--- config.mk ---
export PLATFORM = sky130hd
export DESIGN_NAME = usb_ep2_stream_arbiter
export DESIGN_NICKNAME = d
export VERILOG_FILES = /design/src/rtl/usb_arb_pkg.sv /design/src/rtl/usb_ep2_stream_arbiter_rr_pick.sv /design/src/rtl/usb_ep2_stream_arbiter.sv
export SDC_FILE = /design/constraint.sdc
export NUM_CORES = 1
export LEC_CHECK = 0
export BUFFER_PORTS_ARGS = -buffer_cell sky130_fd_sc_hd__buf_2
export CAP_MARGIN = 20
export CORE_MARGIN = 8
export CORE_UTILIZATION = 45
export CTS_CLUSTER_SIZE = 12
export DETAILED_ROUTE_END_ITERATION = 12
export PLACE_DENSITY = 0.78
export REMOVE_ABC_BUFFERS = 1
export SYNTH_ARGS = -nofsm -noshare
export SYNTH_HDL_FRONTEND = slang
export SYNTH_HIERARCHICAL = 1
export SYNTH_SLANG_ARGS = --single-unit
--- constraint.sdc ---
create_clock -name clock -period 3.6 [get_ports clock]
set_input_delay 0.18 -clock clock [delete_from_list [all_inputs] [get_ports clock]]
set_output_delay 0.18 -clock clock [all_outputs]
set_load 0.1 [all_outputs]
--- src/rtl/usb_arb_pkg.sv ---
// Shared types and constants for the EP2 stream arbiter.
package usb_arb_pkg;

    typedef enum logic [1:0] {
        ST_IDLE  = 2'd0,
        ST_HEAD  = 2'd1,
        ST_DATA  = 2'd2,
        ST_DRAIN = 2'd3
    } arb_state_t;

    localparam logic [3:0]  HDR_TAG_DEF = 4'hA;
    localparam int unsigned PKT_CNT_W   = 16;
    localparam int unsigned TRUNC_CNT_W = 8;
    localparam int unsigned BEAT_CNT_W  = 16;

    // Width of a source index; a single source still gets one bit.
    function automatic int unsigned idx_width(input int unsigned n);
        return (n > 1) ? $clog2(n) : 1;
    endfunction

endpackage

--- src/rtl/usb_ep2_stream_arbiter_rr_pick.sv ---
// Combinational round-robin picker: first requester after ptr_i, wrapping.
module rr_pick #(
    parameter int unsigned N  = 2,
    parameter int unsigned IW = 1
) (
    input  logic [N-1:0]  req_i,
    input  logic [IW-1:0] ptr_i,
    output logic [N-1:0]  gnt_o,
    output logic [IW-1:0] idx_o,
    output logic          any_o
);

    // Smallest rotational distance from ptr_i+1 wins.
    always_comb begin
        int unsigned d;
        int unsigned best_d;
        best_d = N;
        d      = 0;
        idx_o  = '0;
        for (int unsigned k = 0; k < N; k++) begin
            if (req_i[k]) begin
                d = (k + N - 32'(ptr_i) - 1) % N;
                if (d < best_d) begin
                    best_d = d;
                    idx_o  = IW'(k);
                end
            end
        end
        any_o = (best_d < N);
        gnt_o = '0;
        for (int unsigned k = 0; k < N; k++) begin
            gnt_o[k] = any_o && (idx_o == IW'(k));
        end
    end

endmodule

--- src/rtl/usb_ep2_stream_arbiter.sv ---
// Packet-boundary round-robin arbiter for USB EP2 IN with source-ID header
// and length watchdog.
module usb_ep2_stream_arbiter
    import usb_arb_pkg::*;
#(
    parameter int unsigned NUM_SRC = 2,
    parameter int unsigned MAX_LEN = 512,
    parameter logic [3:0]  HDR_TAG = HDR_TAG_DEF
) (
    input  logic                   clock,
    input  logic                   areset_n,
    input  logic                   enable_i,
    input  logic [NUM_SRC-1:0]     s_tvalid,
    output logic [NUM_SRC-1:0]     s_tready,
    input  logic [NUM_SRC-1:0]     s_tlast,
    input  logic [NUM_SRC-1:0]     s_tkeep,
    input  logic [8*NUM_SRC-1:0]   s_tdata,
    output logic                   m_tvalid,
    input  logic                   m_tready,
    output logic                   m_tlast,
    output logic                   m_tkeep,
    output logic [7:0]             m_tdata,
    output logic [NUM_SRC-1:0]     grant_o,
    output logic [PKT_CNT_W-1:0]   pkt_count_o,
    output logic [TRUNC_CNT_W-1:0] trunc_count_o
);

    localparam int unsigned           IW        = idx_width(NUM_SRC);
    localparam logic [BEAT_CNT_W-1:0] LAST_BEAT = BEAT_CNT_W'(MAX_LEN - 1);
    localparam logic [IW-1:0]         PTR_RST   = IW'(NUM_SRC - 1);

    arb_state_t             state_q, state_d;
    logic [NUM_SRC-1:0]     grant_q, grant_d;
    logic [IW-1:0]          idx_q, idx_d;
    logic [IW-1:0]          ptr_q, ptr_d;
    logic [BEAT_CNT_W-1:0]  beat_q, beat_d;
    logic [PKT_CNT_W-1:0]   pkt_q, pkt_d;
    logic [TRUNC_CNT_W-1:0] trunc_q, trunc_d;

    logic [NUM_SRC-1:0] pick_gnt;
    logic [IW-1:0]      pick_idx;
    logic               pick_any;

    logic       src_valid;
    logic       src_last;
    logic       src_keep;
    logic [7:0] src_data;
    logic       at_limit;

    rr_pick #(
        .N  (NUM_SRC),
        .IW (IW)
    ) u_rr_pick (
        .req_i (s_tvalid),
        .ptr_i (ptr_q),
        .gnt_o (pick_gnt),
        .idx_o (pick_idx),
        .any_o (pick_any)
    );

    assign src_valid = s_tvalid[idx_q];
    assign src_last  = s_tlast[idx_q];
    assign src_keep  = s_tkeep[idx_q];
    assign src_data  = s_tdata[{idx_q, 3'b000} +: 8];
    assign at_limit  = (beat_q == LAST_BEAT);

    // State and bookkeeping registers.
    always_ff @(posedge clock or negedge areset_n) begin
        if (!areset_n) begin
            state_q <= ST_IDLE;
            grant_q <= '0;
            idx_q   <= '0;
            ptr_q   <= PTR_RST;
            beat_q  <= '0;
            pkt_q   <= '0;
            trunc_q <= '0;
        end else begin
            state_q <= state_d;
            grant_q <= grant_d;
            idx_q   <= idx_d;
            ptr_q   <= ptr_d;
            beat_q  <= beat_d;
            pkt_q   <= pkt_d;
            trunc_q <= trunc_d;
        end
    end

    // Next-state: grant in IDLE, count beats in DATA, discard tail in DRAIN.
    always_comb begin
        state_d = state_q;
        grant_d = grant_q;
        idx_d   = idx_q;
        ptr_d   = ptr_q;
        beat_d  = beat_q;
        pkt_d   = pkt_q;
        trunc_d = trunc_q;
        unique case (state_q)
            ST_IDLE: begin
                if (enable_i && pick_any) begin
                    state_d = ST_HEAD;
                    grant_d = pick_gnt;
                    idx_d   = pick_idx;
                    ptr_d   = pick_idx;
                end
            end
            ST_HEAD: begin
                if (m_tready) begin
                    state_d = ST_DATA;
                    beat_d  = '0;
                end
            end
            ST_DATA: begin
                if (src_valid && m_tready) begin
                    beat_d = beat_q + 1'b1;
                    if (src_last) begin
                        pkt_d   = pkt_q + 1'b1;
                        grant_d = '0;
                        state_d = ST_IDLE;
                    end else if (at_limit) begin
                        pkt_d   = pkt_q + 1'b1;
                        if (trunc_q != '1) begin
                            trunc_d = trunc_q + 1'b1;
                        end
                        state_d = ST_DRAIN;
                    end
                end
            end
            ST_DRAIN: begin
                if (src_valid && src_last) begin
                    grant_d = '0;
                    state_d = ST_IDLE;
                end
            end
            default: state_d = ST_IDLE;
        endcase
    end

    // Outputs: header byte, then combinational pass-through of the owner.
    always_comb begin
        m_tvalid = 1'b0;
        m_tlast  = 1'b0;
        m_tkeep  = 1'b0;
        m_tdata  = '0;
        s_tready = '0;
        unique case (state_q)
            ST_HEAD: begin
                m_tvalid = 1'b1;
                m_tkeep  = 1'b1;
                m_tdata  = {HDR_TAG, 4'(idx_q)};
            end
            ST_DATA: begin
                m_tvalid        = src_valid;
                m_tkeep         = src_keep;
                m_tdata         = src_data;
                m_tlast         = src_last | at_limit;
                s_tready[idx_q] = m_tready;
            end
            ST_DRAIN: begin
                s_tready[idx_q] = 1'b1;
            end
            default: ;
        endcase
    end

    assign grant_o       = grant_q;
    assign pkt_count_o   = pkt_q;
    assign trunc_count_o = trunc_q;

endmodule
==> results of run 1 <==
-- kinds of logic after synthesis --
| logic type | after synthesis |
|---|---|
| compound gates | 33 |
| xor+xnor | 33 |
| fa+ha+maj | 8 |
| buf+inv | 12 |
| flops | 46 |
| mux | 14 |
| simple gates | 124 |
-- state kept, by name, indices dropped and copies added, names as in the netlist --
signal	count
beat_q	16
pkt_count_o	16
trunc_count_o	8
grant_o	2
state_q	2
idx_q	1
ptr_q	1
-- what timing repair did --
item	CTS	global route
buffers inserted	0	0
endpoints found under the hold margin	0	16
hold buffers	0	1
resized for setup	0	0
-- metal layers --
layer / share of wire (%) / routed length (µm) / track usage [%] / vias up
met4: 1.1 / 65 / 4.430 / 0
met1: 43 / 2506 / 15.53 / 1042
met3: 4.2 / 243 / 3.846 / 4
li1: - / - / - / 1071
met2: 51 / 2949 / 24.02 / 30
met5: 0 / 0 / 0 / -
-- placed cells by master, fill, tap and decap left out, types with 2 or more instances in the layout --
master	n
nand2_1	32
inv_1	5
and3_1	5
and2_1	4
xor2_1	17
nor3_1	2
o21ai_0	6
bufinv_16	2
and4_1	2
nand3_1	17
nand2b_1	3
nand4_4	2
a211oi_1	2
mux2i_1	7
a21boi_0	4
xnor2_1	16
ha_1	8
mux2_2	6
nor2_1	29
nand4_1	13
a21oi_1	12
clkbuf_8	6
a21o_1	3
nor3_4	2
nor2b_1	5
buf_2	64
dfrtp_1	45
-- power by group --
group          total (mW)  internal (mW)  switching, mW
combinational        1.12          0.259          0.865
sequential          0.644          0.567         0.0769
clock               0.477          0.296          0.181
-- worst max-delay path by stage --
stage	start	endpoint	slack, ns	cells after the start
final	state_q[0]	beat_q[13]	0.81	7
after global placement	state_q[0]	beat_q[11]	1.0	7
after global routing	state_q[0]	beat_q[11]	0.38	7
after CTS	state_q[0]	beat_q[13]	0.83	7
after floorplan	state_q[0]	m_tlast	0.12	3
after detailed placement	state_q[0]	beat_q[13]	0.86	7
-- cell type report --
cell class	count	share of cell area, %
clock buffer	6	2.554
clock inverter	2	1.858
inverter	5	0.5805
multi-input combinational	212	45.39
sequential	46	35.64
tap	75	2.902
timing repair buffer	67	11.07
-- worst min-delay path, delay by kind of cell --
family                 cells  cell delay (ns)
and+or+nand+nor            2             0.15
buffers and inverters      1             0.11
-- cell usage after synthesis, drive strengths merged, types with 2 or more instances --
master | count | share of area, %
buf | 4 | 0.89
xor2 | 17 | 5.6
inv | 5 | 0.70
nor2b | 5 | 1.2
a21o | 3 | 0.84
nand4 | 16 | 5.1
a21boi | 4 | 1.1
dfrtp | 45 | 42
o21ai | 6 | 1.1
and3 | 5 | 1.2
mux2 | 6 | 2.5
and4 | 2 | 0.66
nand3 | 18 | 3.6
xnor2 | 16 | 5.2
clkbuf | 3 | 0.42
nand2 | 32 | 4.5
nor3 | 4 | 1.6
nor2 | 29 | 4.1
a211oi | 3 | 1.0
nand2b | 3 | 0.70
a21oi | 12 | 2.2
ha | 8 | 3.7
mux2i | 8 | 3.5
and2 | 4 | 0.94
-- through the flow --
stage,area [µm²],hold slack [ns],cells,setup WS (ns)
3_5_place_dp,3060,0.4054,403,0.8582
6_report,3233,0.1330,413,0.8090
4_1_cts,3203,0.08524,411,0.8310
2_1_floorplan,2639,-0.1156,263,0.1171
3_3_place_gp,3060,0.4109,403,0.9986
5_1_grt,3233,0.1594,413,0.3787
==> results.md, run 1 <==
* Pin count of the biggest net entering global routing at 47
* DR pass1 iterations at 4
* Register Area at between 0.001 and 0.0015 mm²
* HPWL after DPL at about 4300 µm
* R2R Setup Slk at 0.81 ns
* Seq cells post-synth at 46
* Crit path arrival time at around 3 ns
* EDFF count, synth at 0
* Gate Count Post-Synth at 270
* H-Tree Depth at 2
* Mean Syn Cell Area at between 9 and 10 µm²
* Synth Area in Compound Gates at ~8.6%
* CP endpoint kind: flop
* Max-Cap Viols at 0
* Fillers at ~530
* CP cell instances: inv_1 -> ha_1 -> o21ai_0 -> a211oi_1 -> nand4_1 -> xor2_1 -> nor2_1
* FMAX at 358.3 MHz
* Layout cells sized above 1 at approximately 27%
* Final Cycle Share at 77.53%
* Sink Count at 46
* Xor and xnor area share after synthesis at roughly 11%
* Global-route wire length before repair at a little under 10,000 µm
* Via density at between 5 and 6
* Reg clk slew, reported paths at 0.09 ns
* Synthesized area at between 0.002 and 0.003 mm²
* Reg2reg path depth at 7
* CP top delay family: compound AO/OA/AOI/OAI gates
* Antenna diodes at 0
* I/O Buffers at 64
* First DRT Iteration DRCs at roughly 100
* Share of async-settable or async-resettable flops after synthesis at 100.0%
* Num ports at 65
* CTS tree: built
* WP buf/inv at 1
* Initial Util at roughly 46%
* Die X-Extent at 93.09 µm
* Vias in the first global route at 2,167
* CORE AREA at a little under 0.006 mm²
* Mux cell area share after synthesis at 5.990%
* Placer Congestion at ~0.76
* Synth Area in Simple Gates at between 20% and 30%
* Area Overhead vs Synth at 20.92%
* Num CTS Buffers at 5
* RSZ-0062 raised after global routing: no
* Count of final hold-check violations at 0
* Initial antenna violation count at 0
* Grt ovf at 0
* Distinct cells, synth at 44
* Post-Synth Adder-Cell Area at 3.744%
* Critical Path Fanout Max at 22
* Crit path time final at 2.791 ns
* Worst skew pair latency at 0.30 ns
* CTS max path bufs at 2
* Die ar. at 0.008665 mm²
* WHS Endpoint: ptr_q
* Total power density per cell area at around 700 mW/mm²
* Wirelength per Cell at 13.96 µm
* Nets@finish at 371
* GR Util All Layers at between 10% and 20%
* Final WL at approximately 5800 µm
* Layout Utilization at a little under three fifths
* Clk_skew at roughly 0.009 ns
* Final Slew Violations at 0
* Critical path's slowest cell: a211oi_1
* Register area share after synthesis at between 40% and 50%
* Slew margin rel. at a little under half
* Yosys warns at 6
* Least-Margin Pin Slew at 0.8064 ns
* HP Start: enable_i
* Die height at about 93 µm
* Multi-input logic area at 0.001468 mm²
* Power Total at ~2.2 mW
* Combinational family with the most area after synthesis: simple AND/OR/NAND/NOR gates
* DR DRC count at 0
* Final setup violating endpoints at 0
* Critical Path Start Type: flop
* Routed Antenna Nets at 0
* Worst Hold Depth at 3
* Highest cell delay on the worst timing path at 0.70 ns
* Top FF cell, synth: dfrtp_1
* Hold Crit Class: in2reg
* Worst r2r dst: beat_q[13]
* VDD IR max at a little over 0.6 mV
* Critical R2R Launch: state_q[0]
* Status: complete, no violations
* Vias at about 2,100
* Critical Path RT at ~3.8 ns
* Setup CP Type: reg2reg
* Root buffer cell: clkbuf_8
* Setup TNS at 0 ns
* P_leak at between 1.5 and 2 nW
* # rows at 28
Power figures use the tool's default switching activity.
==> inputs of run 2 (changes only) <==
PLACE_DENSITY = 0.81   (was 0.78)
clock period = 2.4 ns   (was 3.6 ns; I/O delays follow)
==> results.md, run 2 (same netlist as run 1, synthesis figures left out) <==
* Status: complete, no violations (unchanged)
* Die ar. at 0.008665 mm² (unchanged)
* Post-CTS setup buffers at 0 (unchanged)
* Reg clk slew, reported paths at 0.09 ns (about the same)
* Hold Crit Class: in2reg (unchanged)
* RSZ-0062 raised after global routing: no (unchanged)
* CP endpoint kind: output pin (was flop)
* Total power density per cell area at 975.1 mW/mm² (was 694.3 mW/mm²)
* Vias at 2,200 (was 2,147)
* Pin count of the biggest net entering global routing at 47 (unchanged)
* Final WL at 5726 µm (was 5764 µm)
* GR Util All Layers at 13.76% (was 13.64%)
* Max-Cap Viols at 0 (unchanged)
* Count of final hold-check violations at 0 (unchanged)
* Initial antenna violation count at 0 (unchanged)
* Via density at 5.263 (was 5.199)
* DR pass1 iterations at 4 (unchanged)
* Global-route wire length before repair at 9887 µm (was 9756 µm)
* Wirelength per Cell at 13.70 µm (was 13.96 µm)
* Fin area at 0.003231 mm² (was 0.003233 mm²)
* CORE AREA at 0.005816 mm² (unchanged)
* Critical Path Start Type: flop (unchanged)
* Clk_skew at 0.01218 ns (was 0.008773 ns)
* Die height at 93.09 µm (unchanged)
* Final Slew Violations at 0 (unchanged)
* # rows at 28 (unchanged)
* Crit path time final at roughly 2.2 ns
* Least-Margin Pin Slew at 0.4934 ns (was 0.8064 ns)
* Root buffer cell: clkbuf_8 (unchanged)
* Layout cells sized above 1 at 28.28% (was 26.92%)
* Vias in the first global route at 2,189 (was 2,167)
* Num CTS Buffers at 5 (unchanged)
* Area Overhead vs Synth at 20.82% (was 20.92%)
* First DRT Iteration DRCs at 77 (was 104)
* DP Area at 0.003098 mm² (was 0.003060 mm²)
* Critical Path RT at 2.28 ns (was 3.79 ns)
* Crit path arrival time at 2.10 ns (was 2.98 ns)
* DR DRC count at 0 (unchanged)
* Register Area at 0.001152 mm² (unchanged)
* CTS tree: built (unchanged)
* Slew margin rel. at 67.10% (was 45.92%)
* Antenna diodes at 0 (unchanged)
* Pre-CTS WS at 0.2947 ns (was 0.8582 ns)
* Worst skew pair latency at 0.30 ns (about the same)
* Layout Utilization at 55.55% (was 55.59%)
* Initial Util at 45.98% (unchanged)
* Num ports at 65 (unchanged)
* P_leak at 1.601 nW (was 1.605 nW)
* HPWL after DPL at 4400 µm (was 4342 µm)
* Non-Filler Instances at 418 (was 413)
* Critical Path Fanout Max at 13 (was 22)
* Setup CP Type: reg2out (was reg2reg)
* Placer Congestion at 0.7511 (was 0.7552)
* CTS max path bufs at 2 (unchanged)
* Sink Count at 46 (unchanged)
* Dpl cells at 408 (was 403)
* Grt ovf at 0 (unchanged)
* I/O Buffers at 64 (unchanged)
* FMAX at 450.4 MHz
* Most frequent cells in the layout: 60 x buf_2, 45 x dfrtp_1, 32 x nand2_1, 29 x nor2_1 (was 64 x buf_2, 45 x dfrtp_1, 32 x nand2_1, 29 x nor2_1)
* Nets@finish at 376 (was 371)
* H-Tree Depth at 2 (unchanged)
* Final Cycle Share at around 93%
* Fillers at 559 (was 533)
* Setup WS post-layout at 0.1798 ns (was 0.8090 ns)
* Routed Antenna Nets at 0 (unchanged)
* Commonest non-fill, non-tap cell in the layout: buf_2 (unchanged)
* Die X-Extent at 93.09 µm (unchanged)
* Multi-input logic area at 0.001470 mm² (was 0.001468 mm²)
* VDD IR max at 0.7496 mV (was 0.6193 mV)
* Final setup violating endpoints at 0 (unchanged)
-- run 2: layer usage --
| layer | up-vias | global-route usage [%] | part of all wire (%) |
|---|---|---|---|
| met5 | - | 0 | 0 |
| met4 | 0 | 3.624 | 1.2 |
| met3 | 7 | 3.926 | 3.9 |
| met2 | 37 | 23.73 | 51 |
| met1 | 1065 | 16.36 | 44 |
| li1 | 1091 | - | - |
-- run 2: worst paths after layout --
check	start	to	slack, ns	cells after the start
hold reg to reg	ptr_q	ptr_q	0.48	2
setup / recovery	state_q[0]	m_tdata[1]	0.18	6
min in group asynchronous	areset_n	state_q[0]	0.31	2
setup reg to reg	beat_q[0]	pkt_count_o[9]	0.37	6
hold / removal	enable_i	ptr_q	0.09	3
max in group asynchronous	areset_n	beat_q[12]	1.58	3
-- run 2: stage by stage --
step / power [mW] / TNS, ns / hold WS [ns]
2_1_floorplan: 2.367 / -3.778 / -0.1756
3_3_place_gp: 2.656 / 0 / 0.3358
3_5_place_dp: 2.685 / 0 / 0.3374
4_1_cts: 3.154 / 0 / 0.01334
5_1_grt: 3.318 / 0 / 0.1117
6_report: 3.150 / 0 / 0.08686
-- run 2: final cells by class --
cell class	instances	share of cell area, %
multi-input combinational	212	45.51
sequential	46	35.67
timing repair buffer	72	12.55
tap	75	2.905
clock buffer	5	2.130
clock inverter	3	0.6584
inverter	5	0.5809
-- run 2: worst max-delay path: stages (launching register included) --
cell     delay [ns]
dfrtp_1        0.42
inv_1          0.13
ha_2           0.31
buf_4          0.22
nand2_1        0.15
nor2_1         0.13
buf_2          0.43
-- run 2: power breakdown --
part / internal (mW) / total, mW / switching (mW)
Sequential: 0.852 / 0.932 / 0.0803
Clock: 0.205 / 0.465 / 0.260
Combinational: 0.412 / 1.75 / 1.34
Total: 1.47 / 3.15 / 1.68
-- run 2: what timing repair did --
| action | 4_1_cts | 5_1_grt |
|---|---|---|
| resized for setup | 0 | 5 |
| hold endpoints to repair | 0 | 18 |
| hold buffers | 0 | 1 |
| endpoints found under the setup margin | 0 | 8 |
